==> config.mk <==
export PLATFORM = sky130hd
export DESIGN_NAME = uart_rx_flat
export DESIGN_NICKNAME = d
export VERILOG_FILES = /design/src/rtl/uart_rx_if.sv /design/src/rtl/uart_rx.sv /design/src/flat_wrapper.sv
export SDC_FILE = /design/constraint.sdc
export NUM_CORES = 1
export LEC_CHECK = 0
export CORE_MARGIN = 5
export CORE_UTILIZATION = 45
export CTS_BUF_LIST = sky130_fd_sc_hd__clkbuf_4 sky130_fd_sc_hd__clkbuf_8
export CTS_CLUSTER_SIZE = 24
export DETAILED_ROUTE_END_ITERATION = 8
export PLACE_DENSITY = 0.72
export SYNTH_ARGS = -nofsm -noshare
export SYNTH_HDL_FRONTEND = slang
export SYNTH_SLANG_ARGS = --single-unit
export TNS_END_PERCENT = 1
==> constraint.sdc <==
create_clock -name clk -period 2.6 [get_ports clk]
set_clock_uncertainty 0.05 [all_clocks]
set_input_delay 0.39 -clock clk [delete_from_list [all_inputs] [get_ports clk]]
set_output_delay 0.39 -clock clk [all_outputs]
set_load 0.05 [all_outputs]
==> src/rtl/uart_rx_if.sv <==
// uart_rx_if: serial line in, received byte and status flags out; master = receiver, slave = consumer
interface uart_rx_if;
  logic RxD;
  logic rdrf_clr;
  logic [7:0] rx_data;
  logic rdrf;
  logic fe;
  logic oe;
  logic pe;
  modport master (input RxD, rdrf_clr, output rx_data, rdrf, fe, oe, pe);
  modport slave (output RxD, rdrf_clr, input rx_data, rdrf, fe, oe, pe);
endinterface

==> src/rtl/uart_rx.sv <==
// uart_rx: 8N1 UART receiver (8E1 with UART_RX_PARITY_EN); ports clk, clr (async, active-high), u (RxD/rdrf_clr in, rx_data/rdrf/fe/oe/pe out)
module uart_rx #(
  parameter logic [11:0] BIT_TIME = 12'h514,
  parameter logic [11:0] HALF_TIME = BIT_TIME / 2
) (
  input logic clk,
  input logic clr,
  uart_rx_if.master u
);
  typedef enum logic [2:0] {MARK, START, SHIFT, PARITY, STOP} state_t;
  state_t state;
  logic s1, rx, rx_prev;
  logic [11:0] baud_count;
  logic [3:0] bit_count;
  logic [7:0] rxbuff;
  logic bit_end, done;
  assign bit_end = baud_count == BIT_TIME;
  assign done = state == STOP && bit_end;
`ifdef UART_RX_PARITY_EN
  logic par_bit;
`else
  assign u.pe = 1'b0;
`endif
  always_ff @(posedge clk or posedge clr)
    if (clr) begin
      state <= MARK;
      s1 <= 1'b1;
      rx <= 1'b1;
      rx_prev <= 1'b1;
      baud_count <= '0;
      bit_count <= '0;
      rxbuff <= '0;
      u.rx_data <= '0;
      u.rdrf <= 1'b0;
      u.fe <= 1'b0;
      u.oe <= 1'b0;
`ifdef UART_RX_PARITY_EN
      par_bit <= 1'b0;
      u.pe <= 1'b0;
`endif
    end else begin
      s1 <= u.RxD;
      rx <= s1;
      rx_prev <= rx;
      case (state)
        MARK: begin
          baud_count <= '0;
          bit_count <= '0;
          if (rx_prev && !rx) state <= START;
        end
        START:
          if (baud_count == HALF_TIME) begin
            baud_count <= '0;
            state <= rx ? MARK : SHIFT;
          end else baud_count <= baud_count + 12'd1;
        SHIFT:
          if (bit_end) begin
            rxbuff <= {rx, rxbuff[7:1]};
            baud_count <= '0;
            bit_count <= bit_count + 4'd1;
`ifdef UART_RX_PARITY_EN
            if (bit_count == 4'd7) state <= PARITY;
`else
            if (bit_count == 4'd7) state <= STOP;
`endif
          end else baud_count <= baud_count + 12'd1;
`ifdef UART_RX_PARITY_EN
        PARITY:
          if (bit_end) begin
            par_bit <= rx;
            baud_count <= '0;
            state <= STOP;
          end else baud_count <= baud_count + 12'd1;
`endif
        STOP:
          if (bit_end) begin
            u.rx_data <= rxbuff;
            u.fe <= ~rx;
`ifdef UART_RX_PARITY_EN
            u.pe <= ^rxbuff ^ par_bit;
`endif
            baud_count <= '0;
            state <= MARK;
          end else baud_count <= baud_count + 12'd1;
        default: state <= MARK;
      endcase
      // a completing frame beats a same-cycle rdrf_clr, and then leaves oe alone
      if (done) begin
        u.rdrf <= 1'b1;
        if (u.rdrf && !u.rdrf_clr) u.oe <= 1'b1;
      end else if (u.rdrf_clr) begin
        u.rdrf <= 1'b0;
        u.oe <= 1'b0;
      end
    end
endmodule

==> src/flat_wrapper.sv <==
// flat-port wrapper written by rule: the top's interface ports become plain ports
module uart_rx_flat 
#(
  parameter logic [11:0] BIT_TIME = 12'h514,
  parameter logic [11:0] HALF_TIME = BIT_TIME / 2
)
  (clk, clr, u_RxD, u_rdrf_clr, u_rx_data, u_rdrf, u_fe, u_oe, u_pe);
  uart_rx_if u_i ();
  input logic clk;
  input logic clr;
  input wire logic [$bits(u_i.RxD)-1:0] u_RxD;
  input wire logic [$bits(u_i.rdrf_clr)-1:0] u_rdrf_clr;
  output wire logic [$bits(u_i.rx_data)-1:0] u_rx_data;
  output wire logic [$bits(u_i.rdrf)-1:0] u_rdrf;
  output wire logic [$bits(u_i.fe)-1:0] u_fe;
  output wire logic [$bits(u_i.oe)-1:0] u_oe;
  output wire logic [$bits(u_i.pe)-1:0] u_pe;
  assign u_i.RxD = u_RxD;
  assign u_i.rdrf_clr = u_rdrf_clr;
  assign u_rx_data = u_i.rx_data;
  assign u_rdrf = u_i.rdrf;
  assign u_fe = u_i.fe;
  assign u_oe = u_i.oe;
  assign u_pe = u_i.pe;
  uart_rx #(.BIT_TIME(BIT_TIME), .HALF_TIME(HALF_TIME)) u_core (.clk(clk), .clr(clr), .u(u_i));
endmodule
==> metrics, run 1 <==
run status finished, final reports clean; layout cells sized above 1 18.8%; Max Fclk 0.473 GHz; Crit path buffers/inverters 1; cell count after synthesis around 190; CP peak stage delay 0.43 ns; WHS 0.310 ns; fin area 2330 sq um; final setup vio count 0; chip height 77.5 microns; hpwl dp 2.55 mm; CP Cell Sequence inv_1 > ha_1 > and4b_2 > a311oi_2 > nor4_2 > mux2_1; Critical Path Source Type flip-flop; Setup WS post-layout 0.486 ns; LEAKAGE about 1.1 nW; largest fanout on the critical path 7; Syn Std Cell Area approximately 2000 sq um; most common cell after layout, fill and taps aside dfrtp_1; DRT Pass-1 Iters 4; Hold-fix buffers, CTS 0; DP Area 2220 sq um; core area 4380 sq um; via count of the first global-routing pass between 1000 and 1500; CP Class reg -> reg; Post-synth EDFFs 0; Yosys warning count 0; Max Slew Vio Count 0; register area 1030 sq um; setup TNS 0 ns; slew margin rel. around three fifths; Pwr Total 1.67 mW; Net Count, Synth 199; post-synthesis async set-or-reset flop share 100%; Slew @ Worst Pin 0.577 ns; clk slew on worst S/H paths ~0.080 ns; internal power 1.15 mW; CTS resizes 0; library cells used by synthesis 52; Die Area between 6000 and 7000 sq um; Final min period 2.11 ns; pre-CTS setup slack 0.499 ns; starting density of the core 46.7%; syn avg cell area 10.7 sq um; global-route wire length before repair 6.54 mm; most frequent cells in the layout dfrtp_1 (38), nand2_1 (26), mux2_2 (15), clkdlybuf4s50_1 (14), inv_1 (9); PortBufs 14; Vias per Instance 5.46; Required @ worst endpoint 2.72 ns; DRC errors left 0; MaxCap Viol Count 0; largest net degree at the start of global routing 42; Max VDD drop 396 uV; Crit path max-delay family simple AND/OR/NAND/NOR gates; dominant synthesized flop cell dfrtp_1; CTS tree done; # nets final between 200 and 250; Multi-input gate area approximately 900 sq um; Final Wtd Congestion 0.829; critical path capture point type flip-flop; Post-CTS Setup Bufs 0; gr ovfl total 0; Vias roughly 1400; Max Buffers Root-to-Sink 2; CTS Buf Count 5; # clock sinks 41; Routed Antenna Nets 0; Routed Wire Length around 3.6 mm; num rows 24; Chip Width approximately 77 microns; RSZ-0062 raised after global routing false; Clock power frac 30.4%; Final Hold Fails 0; Area growth, synth to finish 13.9%; Seq pwr share 45.4%; latest clock arrival within the worst-skew pair 0.29 ns; CP arrival roughly 2.2 ns; Combinational Power Share 24.2%; post-synthesis register bit count 41; switch share 31.5%; CTS root buf clkbuf_8; initial antenna violation count 0; pwr dens a little over 700 nW/um^2; H-tree Lvls 2; Seq/Total Area, Yosys about half; number of I/O pins 16; slowest library cell on the worst path nor4_2; gr usage total 13.3%; crit share post-route between 80% and 90%; Starting DRT DRC Count 64; # fillers ~400; NetSw between 0.5 and 0.6 mW; Worst Hold Class reg -> reg; mean routed wirelength per cell 13.8 microns; number of diodes 0
-- per-stage QoR --
stage | std cells | utilization [%]
after floorplan | 191 | -
final | 259 | 53.2
after detailed placement | 251 | 50.7
after global routing | 259 | 53.2
after CTS | 259 | 53.2
after global placement | 251 | 50.7
-- power by group through the flow --
stage / Sequential [mW] / Clock, mW / Combinational (mW)
after floorplan: 0.747 / 0 / 0.337
after global placement: 0.767 / 0 / 0.404
after detailed placement: 0.771 / 0 / 0.407
after CTS: 0.758 / 0.527 / 0.409
after global routing: 0.771 / 0.551 / 0.454
final: 0.760 / 0.509 / 0.404
-- worst reg2reg max path, delay by kind of cell (launching register included) --
kind / cells / cell delay (ns)
buffers and inverters: 1 / 0.13
flip-flops: 1 / 0.42
multiplexers: 1 / 0.35
adder cells (fa/ha/maj): 1 / 0.15
AND/OR/NAND/NOR: 2 / 0.70
AO/OA/AOI/OAI: 1 / 0.19
-- cells by family after synthesis --
kind of cell,count (synthesis),share of synthesized area (%)
simple gates,71,20.3
flops,41,50.3
compound gates,34,11.1
buf+inv,19,4.70
mux,16,8.80
fa+ha+maj,5,2.93
xor+xnor,4,1.71
other cells,1,0.183
-- state kept, by name (all words and copies together), names as in the netlist --
name / count
u_core.baud_count: 12
u_core.rxbuff: 8
u_core.u.rx_data: 8
u_core.bit_count: 4
u_core.state: 3
u_core.rx: 1
u_core.rx_prev: 1
u_core.s1: 1
u_core.u.fe: 1
u_core.u.oe: 1
u_core.u.rdrf: 1
-- area by class of cell --
type / instances / area share, %
clock inverter: 2 / 1.50
inverter: 9 / 1.45
multi-input combinational: 131 / 39.5
tap: 52 / 2.79
sequential: 41 / 44.2
clock buffer: 6 / 3.27
timing repair buffer: 18 / 7.30
-- final timing paths --
| kind | startpoint | end | slack, ns | cells past startpoint |
|---|---|---|---|---|
| max | u_core.baud_count[0]$_DFFE_PP0P_ | u_core.state[1]$_DFFE_PP0P_ | 0.49 | 6 |
| min | u_core.s1$_DFF_PP1_ | u_core.rx$_DFF_PP1_ | 0.31 | 0 |
| max reg2reg | u_core.baud_count[0]$_DFFE_PP0P_ | u_core.state[1]$_DFFE_PP0P_ | 0.49 | 6 |
| min reg2reg | u_core.s1$_DFF_PP1_ | u_core.rx$_DFF_PP1_ | 0.31 | 0 |
| max in group asynchronous | clr | u_core.rx_prev$_DFF_PP1_ | 1.67 | 3 |
| min in group asynchronous | clr | u_core.baud_count[0]$_DFFE_PP0P_ | 0.47 | 3 |
-- metal layers --
layer	up-vias	GRT usage, %	wire [microns]	share of wire [%]
li1	707	-	-	-
met1	679	17.8	1740	49
met2	22	20.5	1650	46
met3	5	2.89	111	3.1
met4	0	6.36	77	2.2
met5	-	0	0	0
-- cell usage after synthesis (2+ instances only) --
cell type | number | area [sq um]
dfrtp_1 | 38 | 951
nand2_1 | 26 | 97.6
mux2_2 | 15 | 169
inv_1 | 9 | 33.8
nand3_1 | 8 | 40.0
o21ai_0 | 7 | 35.0
o22ai_1 | 6 | 37.5
a21oi_1 | 5 | 25.0
nor2_1 | 5 | 18.8
and2_1 | 4 | 25.0
buf_2 | 4 | 20.0
ha_1 | 4 | 50.1
nor3_1 | 4 | 20.0
xnor2_1 | 4 | 35.0
dfstp_2 | 3 | 78.8
nor4_1 | 3 | 18.8
o21ai_1 | 3 | 15.0
or3_1 | 3 | 18.8
a22o_1 | 2 | 17.5
and3_1 | 2 | 12.5
buf_6 | 2 | 22.5
clkbuf_1 | 2 | 7.51
nand4_1 | 2 | 12.5
o21a_1 | 2 | 15.0
Note: power is estimated with default switching activity, not from simulation.
==> inputs of run 2 (changes only) <==
==> constraint.sdc (replaced) <==
create_clock -name clk -period 2 [get_ports clk]
set_clock_uncertainty 0.05 [all_clocks]
set_input_delay 0.3 -clock clk [delete_from_list [all_inputs] [get_ports clk]]
set_output_delay 0.3 -clock clk [all_outputs]
set_load 0.05 [all_outputs]
==> run 2 against run 1 <==
Net effect: critical path depth increased by 1; setup slack got worse by 0.41 ns; non-clock buffer count grew 12; combinational power up 49%; via count increased by 3.5%; die area stayed put; utilization grew 2.3 points; first-iteration DRC count decreased by 42%; sequential cell count is the same; clock power up 36%; maximum frequency rose by 10%; power is 36% higher; critical endpoint is now u_core.baud_count[0]$_DFFE_PP0P_.
==> metrics, run 2 (synthesized netlist as in run 1, its figures left out) <==
Max VDD drop 670 uV; Vias 1463; Routed Antenna Nets 0; MaxCap Viol Count 0; clk slew on worst S/H paths roughly 0.080 ns; Max Fclk approximately 0.52 GHz; Die Area 6000 sq um; initial antenna violation count 0; core area 4380 sq um; via count of the first global-routing pass 1361; Seq pwr share between 40% and 50%; Max Buffers Root-to-Sink 2; chip height 77.5 microns; CP Class reg -> reg; Post-CTS Setup Bufs 0; largest net degree at the start of global routing 42; largest registers u_core.baud_count (12), u_core.rxbuff (8), u_core.u.rx_data (8); CP arrival about 2.1 ns; Worst Hold Class reg -> reg; Non-Filler Instances ~270; mean routed wirelength per cell 13.5 microns; run status finished, final reports clean; slew margin rel. about 66%; largest fanout on the critical path 4; switch share 31.9%; WHS 0.309 ns; # clock sinks 41; DRT Pass-1 Iters 6; Slew @ Worst Pin 0.503 ns; crit share post-route 96.1%; CTS Buf Count 5; Clock power frac between 30% and 40%; CTS resizes 0; Starting DRT DRC Count 37; most frequent cells in the layout dfrtp_1 (38), nand2_1 (26), buf_4 (16), mux2_2 (15), clkdlybuf4s50_1 (14); final setup vio count 0; CTS tree done; # nets final 226; Vias per Instance 5.40; dpl cells 263; PortBufs 14; Chip Width 77.5 microns; CTS root buf clkbuf_8; starting density of the core 46.7%; global-route wire length before repair 6.64 mm; Combinational Power Share 26.6%; pwr dens 933 nW/um^2; Area growth, synth to finish 18.7%; LEAKAGE roughly 1.1 nW; Final Wtd Congestion 0.883; number of diodes 0; gr usage total a little over an eighth; Hold-fix buffers, CTS 0; number of I/O pins 16; Routed Wire Length 3.66 mm; H-tree Lvls 2; Final min period 1.92 ns; most flop-heavy register u_core.baud_count; DRC errors left 0; hpwl dp about 2.6 mm; RSZ-0062 raised after global routing true; Max Slew Vio Count 0; critical path capture point type flip-flop; Required @ worst endpoint approximately 2.2 ns; internal power 1.54 mW; num rows 24; latest clock arrival within the worst-skew pair 0.29 ns; Critical Path Source Type flip-flop; Final Hold Fails 0; Final Core Density 55.5%; gr ovfl total 0; layout cells sized above 1 a little under a quarter; NetSw 0.723 mW; max reg flops 12; most common cell after layout, fill and taps aside dfrtp_1
-- run 2: path summary, 6_finish.rpt --
path | depth (start not counted) | slack, ns | end | start
max | 7 | 0.08 | u_core.baud_count[0]$_DFFE_PP0P_ | u_core.baud_count[0]$_DFFE_PP0P_
max in group asynchronous | 3 | 1.16 | u_core.rx_prev$_DFF_PP1_ | clr
min reg2reg | 0 | 0.31 | u_core.rx$_DFF_PP1_ | u_core.s1$_DFF_PP1_
max reg2reg | 7 | 0.08 | u_core.baud_count[0]$_DFFE_PP0P_ | u_core.baud_count[0]$_DFFE_PP0P_
min in group asynchronous | 3 | 0.38 | u_core.u.rx_data[6]$_DFFE_PP0P_ | clr
min | 0 | 0.31 | u_core.rx$_DFF_PP1_ | u_core.s1$_DFF_PP1_
-- run 2: power by group through the flow --
stage          clock network (mW)  logic [mW]  registers [mW]
3_5_place_dp                    0       0.592           0.982
5_1_grt                     0.753       0.658           0.983
2_1_floorplan                   0       0.438           0.972
6_report                    0.691       0.603           0.974
3_3_place_gp                    0       0.594           0.981
4_1_cts                     0.709       0.598           0.969
-- run 2: critical path, stage by stage (launching register included) --
cell and delay (ns):
dfrtp_1 0.36, inv_1 0.08, ha_1 0.19, and4b_2 0.25, a311oi_2 0.45, buf_4 0.22
nor2_1 0.10, a21oi_1 0.15
-- run 2: cell type report --
class / count / area [sq um]
clock inverter: 2 / 37.5
sequential: 41 / 1030
multi-input combinational: 131 / 922
fill: 378 / 1950
clock buffer: 6 / 82.6
timing repair buffer: 30 / 260
tap: 52 / 65.1
inverter: 9 / 33.8
-- run 2: layer usage --
layer	track usage [%]	vias up	routed length, microns
li1	-	738	-
met1	19.5	692	1800
met2	19.6	29	1640
met3	3.13	4	159
met4	5.50	0	61
met5	0	-	0
-- run 2: stage by stage --
stage | TNS, ns | instance area (sq um) | setup WS [ns] | power, mW
finish | 0 | 2430 | 0.0774 | 2.27
global route | -0.00758 | 2430 | -0.00699 | 2.39
CTS | 0 | 2430 | 0.0974 | 2.28
detailed placement | 0 | 2310 | 0.0204 | 1.57
global placement | 0 | 2310 | 0.0706 | 1.57
floorplan | 0 | 2050 | 0.0787 | 1.41
==> inputs of run 3 (changes only) <==
--- a/config.mk
+++ b/config.mk
@@ -7,7 +7,7 @@
 export LEC_CHECK = 0
 export CORE_MARGIN = 5
 export CORE_UTILIZATION = 45
-export CTS_BUF_LIST = sky130_fd_sc_hd__clkbuf_4 sky130_fd_sc_hd__clkbuf_8
+export CTS_BUF_LIST = sky130_fd_sc_hd__clkbuf_2
 export CTS_CLUSTER_SIZE = 24
 export DETAILED_ROUTE_END_ITERATION = 8
 export PLACE_DENSITY = 0.72
==> constraint.sdc (replaced) <==
create_clock -name clk -period 2.2 [get_ports clk]
set_clock_uncertainty 0.05 [all_clocks]
set_input_delay 0.33 -clock clk [delete_from_list [all_inputs] [get_ports clk]]
set_output_delay 0.33 -clock clk [all_outputs]
set_load 0.05 [all_outputs]
==> run 3 against run 2 <==
Net effect: utilization down 3.0 points; hold slack worse by 0.041 ns; maximum frequency down 5.7%; count of clock-buffer cells in the layout unchanged; clock power down 52%; sequential power down 7.6%; first-iteration DRC count up 73%; non-clock buffer count down 7; via count down 3.3%; sequential share of layout area up 2.4 points.
==> metrics, run 3 (synthesized netlist as in run 1, its figures left out) <==
final setup vio count 0; initial antenna violation count 0; Vias 1414; Hold-fix buffers, CTS 0; WL met1 1.80 mm; slew margin rel. 65.9%; Max Fclk 0.491 GHz; number of I/O pins 16; Vias per Instance 5.36; # nets final about 220; gr usage total between 10% and 20%; Max VDD drop approximately 400 uV; Area growth, synth to finish 12.3%; most flop-heavy register u_core.baud_count; latest clock arrival within the worst-skew pair 0.40 ns; critical path capture point type flip-flop; via count of the first global-routing pass between 1000 and 1500; Final Hold Fails 0; gr ovfl total 0; most common cell after layout, fill and taps aside dfrtp_1; num rows 24; # fillers 370; Routed Wire Length 3.66 mm; Final min period 2.04 ns; number of diodes 0; Critical Path Source Type flip-flop; Required @ worst endpoint 2.46 ns; Chip Width a little under 80 microns; Reg2Reg Setup Slack 0.16 ns; Final Wtd Congestion 0.845; Die Area 6000 sq um; Max Slew Vio Count 0; core area between 4000 and 5000 sq um; CP Class reg -> reg; LEAKAGE around 1.1 nW; register area 1030 sq um; DRC errors left 0; chip height between 70 and 80 microns; Max Buffers Root-to-Sink 2; CP arrival 2.30 ns; largest registers u_core.baud_count (12), u_core.rxbuff (8), u_core.u.rx_data (8); Slew @ Worst Pin 0.512 ns; setup TNS 0 ns; Multi-input gate area 922 sq um; PortBufs 14; pre-CTS setup slack 0.171 ns; pwr dens 755 nW/um^2; CTS tree done; most frequent cells in the layout dfrtp_1 (38), nand2_1 (26), mux2_2 (15), clkdlybuf4s50_1 (14); WHS ~0.27 ns; hpwl dp approximately 2.6 mm; mean routed wirelength per cell 13.9 microns; Post-CTS Setup Bufs 0; CTS resizes 0; RSZ-0062 raised after global routing false; CTS root buf clkbuf_2; met2 wire length 1.71 mm; CTS Buf Count 5; Starting DRT DRC Count 64; layout cells sized above 1 20.3%; # clock sinks 41; max reg flops 12; largest fanout on the critical path 5; Setup WS post-layout 0.162 ns; MaxCap Viol Count 0; crit share post-route 92.6%; H-tree Lvls 2; starting density of the core 46.7%; Routed Antenna Nets 0; routed wl met3 roughly 100 microns; global-route wire length before repair 6.62 mm; DRT Pass-1 Iters 4; Max Used Layer met4; clk slew on worst S/H paths 0.22 ns; run status finished, final reports clean; Worst Hold Class in -> async; largest net degree at the start of global routing 42
==> run 3: cell types whose count changed in the layout (fill, tap and decap cells not counted), sizes merged <==
cell	previous run	this run
clkinv	0	1
bufinv	1	0
buf	16	9
==> run 3: worst max-delay path: stages, from the launching register on <==
cell and delay, ns:
dfrtp_1 0.46, inv_1 0.13, ha_1 0.15, and4b_2 0.27
a311oi_2 0.16, nor4_2 0.40, mux2_1 0.35
==> run 3: through the flow <==
| stage | utilization, % | power, mW | cells | area (sq um) |
|---|---|---|---|---|
| floorplan | - | 1.28 | 191 | 2050 |
| global placement | 51.5 | 1.41 | 256 | 2260 |
| detailed placement | 51.5 | 1.41 | 256 | 2260 |
| CTS | 52.5 | 1.75 | 264 | 2300 |
| global route | 52.5 | 1.87 | 264 | 2300 |
| finish | 52.5 | 1.74 | 264 | 2300 |
==> run 3: final cells by class <==
class	instances	area share (%)
Tap cell	52	2.83
Inverter	9	1.47
Timing Repair Buffer	23	9.03
Multi-Input combinational cell	131	40.1
Clock buffer	6	1.31
Sequential cell	41	44.8
Clock inverter	2	0.490
==> run 3: worst paths after layout <==
path                                                       start                     endpoint  cells past startpoint
min in group clk                                           u_RxD          u_core.s1$_DFF_PP1_                      1
worst max-delay path            u_core.baud_count[0]$_DFFE_PP0P_  u_core.state[1]$_DFFE_PP0P_                      6
worst max register to register  u_core.baud_count[0]$_DFFE_PP0P_  u_core.state[1]$_DFFE_PP0P_                      6
worst min register to register               u_core.s1$_DFF_PP1_          u_core.rx$_DFF_PP1_                      0
max in group asynchronous                                    clr     u_core.rx_prev$_DFF_PP1_                      3
worst min-delay path                                         clr  u_core.state[2]$_DFFE_PP0P_                      3
==> run 3: layer usage <==
layer / GRT usage, % / up-vias
met5: 0 / -
met1: 18.2 / 669
met4: 6.19 / 0
met2: 21.0 / 20
li1: - / 721
met3: 3.13 / 4
==> run 3: report_power, final <==
part	leakage [nW]	switching (mW)	total, mW	internal [mW]
Clock	0.0266	0.249	0.329	0.0795
Combinational	0.480	0.297	0.508	0.212
Sequential	0.557	0.0902	0.900	0.810
